## config.mk

```make
export PLATFORM = sky130hd
export DESIGN_NAME = alu_share_arbiter
export DESIGN_NICKNAME = d
export VERILOG_FILES = /design/src/rtl/alu_arb_pkg.sv /design/src/rtl/rr_pick.sv /design/src/rtl/alu_share_arbiter.sv
export SDC_FILE = /design/constraint.sdc
export NUM_CORES = 1
export LEC_CHECK = 0
export ABC_AREA = 1
export CORE_MARGIN = 5
export CORE_UTILIZATION = 40
export DETAILED_ROUTE_END_ITERATION = 6
export PLACE_DENSITY = 0.73
export SLEW_MARGIN = 10
export SYNTH_ARGS = -nofsm -noshare
export SYNTH_HDL_FRONTEND = slang
export SYNTH_SLANG_ARGS = --single-unit
```

## constraint.sdc

```tcl
create_clock -name clk -period 6.7 [get_ports clk]
set_input_delay 2.01 -clock clk [delete_from_list [all_inputs] [get_ports clk]]
set_output_delay 2.01 -clock clk [all_outputs]
set_load 0.02 [all_outputs]
```

## src/rtl/alu_arb_pkg.sv

```systemverilog
// Shared opcode constants and FSM state encoding for the shared-ALU arbiter.
package alu_arb_pkg;

  localparam logic [1:0] OP_ADD = 2'd0;
  localparam logic [1:0] OP_SUB = 2'd1;
  localparam logic [1:0] OP_MUL = 2'd2;
  localparam logic [1:0] OP_INV = 2'd3;

  typedef enum logic [1:0] {
    ST_IDLE = 2'd0,
    ST_EXEC = 2'd1,
    ST_DONE = 2'd2
  } state_t;

endpackage

```

## src/rtl/rr_pick.sv

```systemverilog
// Round-robin picker: searches upward from (last_i + 1) mod 4 for the first
// active request and returns it both one-hot and as an index.
module rr_pick (
  input  logic [3:0] req_i,
  input  logic [1:0] last_i,
  output logic [3:0] gnt_o,
  output logic [1:0] idx_o,
  output logic       valid_o
);

  logic [1:0] cand;

  // Offset 4 wraps to last_i itself, so the previous winner is tried last.
  always_comb begin
    gnt_o   = '0;
    idx_o   = last_i;
    valid_o = 1'b0;
    cand    = last_i;
    for (int i = 1; i <= 4; i++) begin
      cand = last_i + 2'(i);
      if (!valid_o && req_i[cand]) begin
        valid_o = 1'b1;
        idx_o   = cand;
        gnt_o   = 4'b0001 << cand;
      end
    end
  end

endmodule

```

## src/rtl/alu_share_arbiter.sv

```systemverilog
// Four requesters share one add/sub/shift-add-multiply unit through a
// round-robin arbiter; one operation runs at a time, IDLE -> EXEC -> DONE.
module alu_share_arbiter
  import alu_arb_pkg::*;
#(
  parameter int W = 8
) (
  input  logic           clk,
  input  logic           reset,
  input  logic [3:0]     req,
  input  logic [7:0]     op_flat,
  input  logic [4*W-1:0] a_flat,
  input  logic [4*W-1:0] b_flat,
  output logic [3:0]     gnt,
  output logic           busy,
  output logic [3:0]     done,
  output logic [2*W-1:0] result,
  output logic           err
);

  localparam int CW = (W > 1) ? $clog2(W) : 1;

  state_t         state_q, state_d;
  logic [3:0]     gnt_q, gnt_d;
  logic [1:0]     idx_q, idx_d;
  logic [1:0]     last_q, last_d;
  logic [1:0]     op_q, op_d;
  logic [W-1:0]   a_q, a_d;
  logic [W-1:0]   b_q, b_d;
  logic [2*W-1:0] mcand_q, mcand_d;
  logic [2*W-1:0] acc_q, acc_d;
  logic [CW-1:0]  cnt_q, cnt_d;
  logic [3:0]     done_q, done_d;
  logic [2*W-1:0] result_q, result_d;
  logic           err_q, err_d;

  logic [3:0]     pick_gnt;
  logic [1:0]     pick_idx;
  logic           pick_valid;
  logic [1:0]     op_sel;
  logic [W-1:0]   a_sel;
  logic [W-1:0]   b_sel;
  logic [2*W-1:0] a_ext;
  logic [2*W-1:0] b_ext;
  logic [2*W-1:0] acc_sum;

  rr_pick u_pick (
    .req_i   (req),
    .last_i  (last_q),
    .gnt_o   (pick_gnt),
    .idx_o   (pick_idx),
    .valid_o (pick_valid)
  );

  always_comb begin
    op_sel = '0;
    a_sel  = '0;
    b_sel  = '0;
    for (int k = 0; k < 4; k++) begin
      if (pick_idx == 2'(k)) begin
        op_sel = op_flat[2*k +: 2];
        a_sel  = a_flat[W*k +: W];
        b_sel  = b_flat[W*k +: W];
      end
    end
  end

  assign a_ext   = {{W{1'b0}}, a_q};
  assign b_ext   = {{W{1'b0}}, b_q};
  assign acc_sum = acc_q + (b_q[0] ? mcand_q : '0);

  always_ff @(posedge clk or posedge reset) begin
    if (reset) begin
      state_q  <= ST_IDLE;
      gnt_q    <= '0;
      idx_q    <= '0;
      last_q   <= 2'd3;
      op_q     <= '0;
      a_q      <= '0;
      b_q      <= '0;
      mcand_q  <= '0;
      acc_q    <= '0;
      cnt_q    <= '0;
      done_q   <= '0;
      result_q <= '0;
      err_q    <= 1'b0;
    end else begin
      state_q  <= state_d;
      gnt_q    <= gnt_d;
      idx_q    <= idx_d;
      last_q   <= last_d;
      op_q     <= op_d;
      a_q      <= a_d;
      b_q      <= b_d;
      mcand_q  <= mcand_d;
      acc_q    <= acc_d;
      cnt_q    <= cnt_d;
      done_q   <= done_d;
      result_q <= result_d;
      err_q    <= err_d;
    end
  end

  // Multiply retires one multiplier bit per EXEC cycle; B shifts right while
  // the multiplicand shifts left, so a down-counter alone decides completion.
  always_comb begin
    state_d  = state_q;
    gnt_d    = gnt_q;
    idx_d    = idx_q;
    last_d   = last_q;
    op_d     = op_q;
    a_d      = a_q;
    b_d      = b_q;
    mcand_d  = mcand_q;
    acc_d    = acc_q;
    cnt_d    = cnt_q;
    done_d   = '0;
    result_d = result_q;
    err_d    = err_q;
    unique case (state_q)
      ST_IDLE: begin
        if (pick_valid) begin
          gnt_d   = pick_gnt;
          idx_d   = pick_idx;
          op_d    = op_sel;
          a_d     = a_sel;
          b_d     = b_sel;
          mcand_d = {{W{1'b0}}, a_sel};
          acc_d   = '0;
          cnt_d   = CW'(W - 1);
          state_d = ST_EXEC;
        end
      end
      ST_EXEC: begin
        case (op_q)
          OP_ADD: begin
            result_d = a_ext + b_ext;
            err_d    = 1'b0;
            done_d   = gnt_q;
            state_d  = ST_DONE;
          end
          OP_SUB: begin
            result_d = a_ext - b_ext;
            err_d    = 1'b0;
            done_d   = gnt_q;
            state_d  = ST_DONE;
          end
          OP_MUL: begin
            acc_d   = acc_sum;
            mcand_d = mcand_q << 1;
            b_d     = b_q >> 1;
            cnt_d   = cnt_q - CW'(1);
            if (cnt_q == '0) begin
              result_d = acc_sum;
              err_d    = 1'b0;
              done_d   = gnt_q;
              state_d  = ST_DONE;
            end
          end
          OP_INV: begin
            err_d   = 1'b1;
            done_d  = gnt_q;
            state_d = ST_DONE;
          end
        endcase
      end
      ST_DONE: begin
        gnt_d   = '0;
        last_d  = idx_q;
        state_d = ST_IDLE;
      end
      default: state_d = ST_IDLE;
    endcase
  end

  assign gnt    = gnt_q;
  assign busy   = (state_q != ST_IDLE);
  assign done   = done_q;
  assign result = result_q;
  assign err    = err_q;

endmodule

```

==> results of run 1 <==
[metrics by stage]
stage	hold WS, ns	power [mW]	instances
finish	0.4761	4.356	1174
detailed placement	0.4653	3.871	1158
floorplan	0.4534	3.195	869
global placement	0.4625	3.836	1158
global route	0.5006	4.811	1174
CTS	0.4825	4.362	1174
[flip-flops by register name (all words and copies together), names as in the netlist]
name	count
acc_q	16
mcand_q	16
result	16
a_q	8
b_q	8
done	4
gnt	4
cnt_q	3
idx_q	2
last_q	2
op_q	2
state_q	2
err	1
[where the power goes]
group | switching (mW) | internal (mW)
registers | 0.163 | 0.711
clock network | 0.215 | 0.261
logic | 2.02 | 0.991
[cell usage in the layout (no fill, tap or decap), types with 6 or more instances in the layout]
master and count:
a21oi_1 32, a31oi_1 11, clkbuf_16 9, clkdlybuf4s50_1 103, dfrtp_1 82, ha_1 45
inv_1 107, inv_2 6, nand2_1 225, nand2_2 12, nand3_1 69, nand4_1 27
nor2_1 75, nor3_1 6, o21ai_0 61, o22ai_1 12, xor2_1 8
[per-layer routing]
| metal | wire (µm) | vias up | global-route usage | share of wire |
|---|---|---|---|---|
| li1 | - | 3047 | - | - |
| met1 | 8079 | 2792 | 0.2698 | 0.47 |
| met2 | 7588 | 240 | 0.3024 | 0.44 |
| met3 | 1127 | 47 | 0.03465 | 0.065 |
| met4 | 556 | 2 | 0.07279 | 0.032 |
| met5 | 7 | - | 0 | 0.00040 |
[worst max-delay path: cells and delay by family]
family / cells / cell delay, ns
AO/OA/AOI/OAI: 1 / 0.07
buffers and inverters: 3 / 0.58
AND/OR/NAND/NOR: 11 / 1.68
[cell families after synthesis]
group           count (synthesis)  share of synthesized area
compound gates                147                     0.1367
xor+xnor                        8                    0.01121
fa+ha+maj                      48                    0.09968
buf+inv                       144                    0.09607
flops                          84                     0.3367
simple gates                  438                     0.3197
[final cells by class]
type	instances	share of cell area
Multi-Input combinational cell	641	0.4614
Sequential cell	84	0.2739
Timing Repair Buffer	105	0.1361
Inverter	117	0.05812
Tap cell	211	0.03435
Clock buffer	10	0.03110
Clock inverter	6	0.005047
[final timing paths]
check / depth (start not counted) / slack (ns) / from / endpoint
setup / recovery: 15 / 2.64 / req[2] / b_q[0]$_DFFE_PP0P_
hold / removal: 2 / 0.48 / result[5]$_DFFE_PP0P_ / result[5]$_DFFE_PP0P_
setup reg to reg: 15 / 3.57 / last_q[0]$_DFFE_PP1P_ / b_q[0]$_DFFE_PP0P_
hold reg to reg: 2 / 0.48 / result[5]$_DFFE_PP0P_ / result[5]$_DFFE_PP0P_
max in group asynchronous: 3 / 3.56 / reset / last_q[1]$_DFFE_PP1P_
min in group asynchronous: 2 / 2.14 / reset / result[7]$_DFFE_PP0P_
==> flow_metrics.py, run 1 <==
metrics = {
    "status": {
        "run_status": "complete, but fails checks",
        "failed_checks": "design-rule violations",
    },
    "logic_synthesis": {
        "yosysWarnings": 0,
        "synth.largest_area_cell": "dfrtp_1",
        "synth-edff-count": 0,
        "ys_seq_elements": 84,
        "yosysMostFrequentCell": "nand2_1",
        "synthTopCellsByCount": "nand2_1, inv_1, dfrtp_1, nor2_1, nand3_1",
        "synthArstFlopShare": 1.000,
        "yosys.area.top_type_share": 0.3283,
        "syn-instance-count": 869,
        "syn_area_um2": 6251,
        "syn-num-nets": 995,
        "synth_ff_type": "dfrtp_1",
        "synth_cell_types": 48,
        "seq_area_frac_synth": 0.3367,
        "ys_top_cells_by_area": "dfrtp_1, nand2_1, ha_1",
        "synth.avg_cell_area_um2": 7.193,
    },
    "final_layout": {
        "drive_above_1_share": 0.06438,
        "antennaDiodeCount": 0,
        "finalNetCount": 1084,
        "multi_input_area_um2": 3546,
        "area_growth_pct": 22.94,
        "fillers": 1493,
        "design_area_um2": 7685,
        "final_util": 0.5036,
        "seq_area_um2": 2105,
    },
    "worst_setup_path": {
        "slowest_delay_ns": 0.47,
        "critPathArrivalTime_ns": 4.35,
        "path_max_fanout": 17,
        "crit_path_start_kind": "input port",
        "cp.required_ns": 6.99,
        "critPathKind": "in2reg",
        "crit_slowest_cell": "clkdlybuf4s50_1",
        "end_kind": "flop",
        "path_common_cell": "nand2_1",
        "critical_path.cell_chain": "clkdlybuf4s50_1 -> inv_1 -> nand2_1 -> nand3_2 -> nand2_4 -> inv_4 -> nand2_1 -> nand2_1 -> nand3_4 -> nand2_8 -> nor2_2 -> nand2_1 -> nand3_1 -> o21ai_1 -> nand2_1",
    },
    "clock_tree": {
        "cts_max_level": 3,
        "cts-hold-fix-buffers": 0,
        "numCtsBuffers": 9,
        "cts_tree": "yes",
        "postCtsSetupBuffers": 0,
        "cts_resized": 0,
        "clk_path_buf_depth": 2,
        "numClockSinks": 84,
        "cts_root_buffer": "clkbuf_16",
        "clock_latency_ns": 0.35,
        "clk_pin_slew_ns": 0.07,
    },
    "power": {
        "power_density_nw_per_um2": 566.9,
        "p_leak_nw": 3.841,
        "irDropWorstVdd_v": 0.0003764,
    },
    "sta": {
        "maxSlewViolCount": 0,
        "fmax_ghz": 0.2461,
        "hold_viol": 0,
        "fin_crit_sh": 0.6066,
        "setup_violations": 0,
        "rsz0062_at_grt": "no",
        "max_slew_margin": 0.3854,
        "fin_skew_ns": 0.007943,
        "fin_tns_setup_ns": 0,
        "post-route-min-period_ns": 4.064,
        "setup_ws_ns": 2.636,
        "tightest_slew_ns": 0.9219,
    },
    "grt": {
        "grt_pass1_vias": 5757,
        "grt_pass1_wl_um": 28810,
        "grt_max_degree": 54,
        "grt_overflow_total": 0,
        "antenna_found_initial": 1,
        "grt_usage": 0.1941,
    },
    "drt": {
        "wire_per_inst_um": 14.79,
        "drtIter0Drc": 518,
        "ant_nets": 0,
        "vias": 6128,
        "wl_um": 17360,
        "drc_errors": 43,
        "viasPerCell": 5.220,
        "dr.pass1.iters": 7,
    },
    "place": {
        "dp_slack_ns": 2.300,
        "place_area_um2": 7407,
        "place.gp.congestion": 0.8961,
        "dpl.hpwl_um": 13590,
        "place.port_buffers": 103,
    },
    "floorplan": {
        "ioPinCount": 104,
        "die_w_um": 135.0,
        "fp.dieH_um": 135.0,
        "die-area_um2": 18230,
        "core_um2": 15260,
        "rows": 45,
        "start_util": 0.4097,
    },
    "run": {
        "cap_violations": 0,
    },
    "worst_hold_path": {
        "min_path_type": "reg2reg",
    },
}
Note: power is estimated with default switching activity, not from simulation.
==> run 2: changes to the inputs <==
PLACE_DENSITY = 0.75   (was 0.73)
clock period = 3.49 ns   (was 6.7 ns; I/O delays follow)
==> run 2 against run 1 <==
  * The run now ends clean
  * Highest routed layer is now met4
  * Via count decreased by 0.52%
  * Global-route usage about the same
  * Largest power group unchanged
  * Hold slack improved by 0.0013 ns
==> flow_metrics.py, run 2 (synthesized netlist as in run 1, its figures left out) <==
metrics = {
    "final_layout": {
        "antennaDiodeCount": 0,
        "area_growth_pct": 24.48,
        "final_common_cell": "nand2_1",
        "finalNetCount": 1090,
        "design_area_um2": 7781,
        "multi_input_area_um2": 3546,
        "fillers": 1448,
        "drive_above_1_share": 0.06914,
        "final_cell_mix": "nand2_1, inv_1, clkdlybuf4s50_1",
        "seq_area_um2": 2105,
        "final_util": 0.5100,
    },
    "sta": {
        "max_slew_margin": 0.5787,
        "fmax_ghz": 0.3211,
        "fin_crit_sh": 0.8924,
        "fin_tns_setup_ns": 0,
        "rsz0062_at_grt": "no",
        "hold_viol": 0,
        "setup_ws_ns": 0.3754,
        "post-route-min-period_ns": 3.115,
        "holdWs_ns": 0.4774,
        "fin_skew_ns": 0.008200,
        "setup_violations": 0,
        "tightest_slew_ns": 0.6319,
        "maxSlewViolCount": 0,
    },
    "clock_tree": {
        "cts-hold-fix-buffers": 0,
        "clk_pin_slew_ns": 0.06,
        "numClockSinks": 84,
        "numCtsBuffers": 9,
        "cts_root_buffer": "clkbuf_16",
        "cts_tree": "yes",
        "postCtsSetupBuffers": 0,
        "cts_resized": 0,
        "clk_path_buf_depth": 2,
        "clock_latency_ns": 0.34,
        "cts_max_level": 3,
    },
    "drt": {
        "drc_errors": 0,
        "ant_nets": 0,
        "wl_um": 17300,
        "vias": 6096,
        "viasPerCell": 5.166,
        "drtIter0Drc": 431,
        "dr.pass1.iters": 5,
        "wire_per_inst_um": 14.66,
    },
    "run": {
        "cap_violations": 0,
    },
    "worst_setup_path": {
        "end_kind": "flop",
        "path_max_fanout": 20,
        "ff2ff_path_depth": 16,
        "critPathArrivalTime_ns": 3.35,
        "cp.required_ns": 3.72,
        "crit_path_start_kind": "flop",
        "critPathKind": "reg2reg",
    },
    "grt": {
        "grt_pass1_wl_um": 28870,
        "antenna_found_initial": 0,
        "grt_pass1_vias": 5901,
        "grt_usage": 0.1936,
        "grt_max_degree": 61,
        "grt_overflow_total": 0,
    },
    "place": {
        "place.port_buffers": 103,
        "dp_slack_ns": 0.1101,
        "place.gp.congestion": 0.9266,
        "dpl.hpwl_um": 13510,
        "place_area_um2": 7477,
    },
    "floorplan": {
        "die_w_um": 135.0,
        "start_util": 0.4097,
        "fp.dieH_um": 135.0,
        "die-area_um2": 18230,
        "core_um2": 15260,
        "ioPinCount": 104,
        "rows": 45,
    },
    "worst_hold_path": {
        "whs_path_depth": 2,
        "min_path_type": "reg2reg",
    },
    "status": {
        "run_status": "finished, final reports clean",
    },
    "power": {
        "power_density_nw_per_um2": 1101,
        "irDropWorstVdd_v": 0.0007711,
        "p_leak_nw": 3.892,
    },
}
-- run 2: area by class of cell --
type	count	area share
Sequential cell	84	0.2705
Inverter	117	0.05740
Tap cell	211	0.03393
Clock buffer	12	0.03296
Timing Repair Buffer	111	0.1434
Clock inverter	4	0.006110
Multi-Input combinational cell	641	0.4557
-- run 2: per-stage QoR --
stage          cells  power [mW]
3_3_place_gp    1164       7.441
3_5_place_dp    1164       7.519
2_1_floorplan    869       6.134
5_1_grt         1180       9.408
6_report        1180       8.566
4_1_cts         1180       8.537
-- run 2: final timing paths --
check                                       from                     end  slack [ns]
max in group asynchronous                  reset   last_q[1]$_DFFE_PP1P_        1.78
min reg2reg                result[5]$_DFFE_PP0P_   result[5]$_DFFE_PP0P_        0.48
min in group asynchronous                  reset   result[7]$_DFFE_PP0P_        1.02
max                        last_q[0]$_DFFE_PP1P_  mcand_q[7]$_DFFE_PP0P_        0.38
max reg2reg                last_q[0]$_DFFE_PP1P_  mcand_q[7]$_DFFE_PP0P_        0.38
min                        result[5]$_DFFE_PP0P_   result[5]$_DFFE_PP0P_        0.48
-- run 2: worst max-delay path: stages, from the launching register on --
cell and delay, ns:
dfstp_2 0.66, inv_2 0.16, ha_1 0.37, inv_1 0.17, nand3_2 0.15, nand2_4 0.15
inv_4 0.07, nand3_4 0.09, nand2_2 0.07, nand2_4 0.17, inv_2 0.22, nand2_2 0.21
nor2_1 0.07, nor2_1 0.15, nand3_1 0.14, nand2_1 0.10, nand2_1 0.04
-- run 2: power breakdown --
group	switching (mW)	leakage, nW	total, mW	internal, mW
sequential	0.306	1.08	1.67	1.37
combinational	3.92	2.67	5.91	1.99
clock	0.393	0.149	0.985	0.592
-- run 2: layer usage --
layer / routed length, µm / track usage
met3: 949 / 0.02534
met5: 0 / 0
met4: 318 / 0.05431
met1: 8076 / 0.2724
met2: 7956 / 0.3138
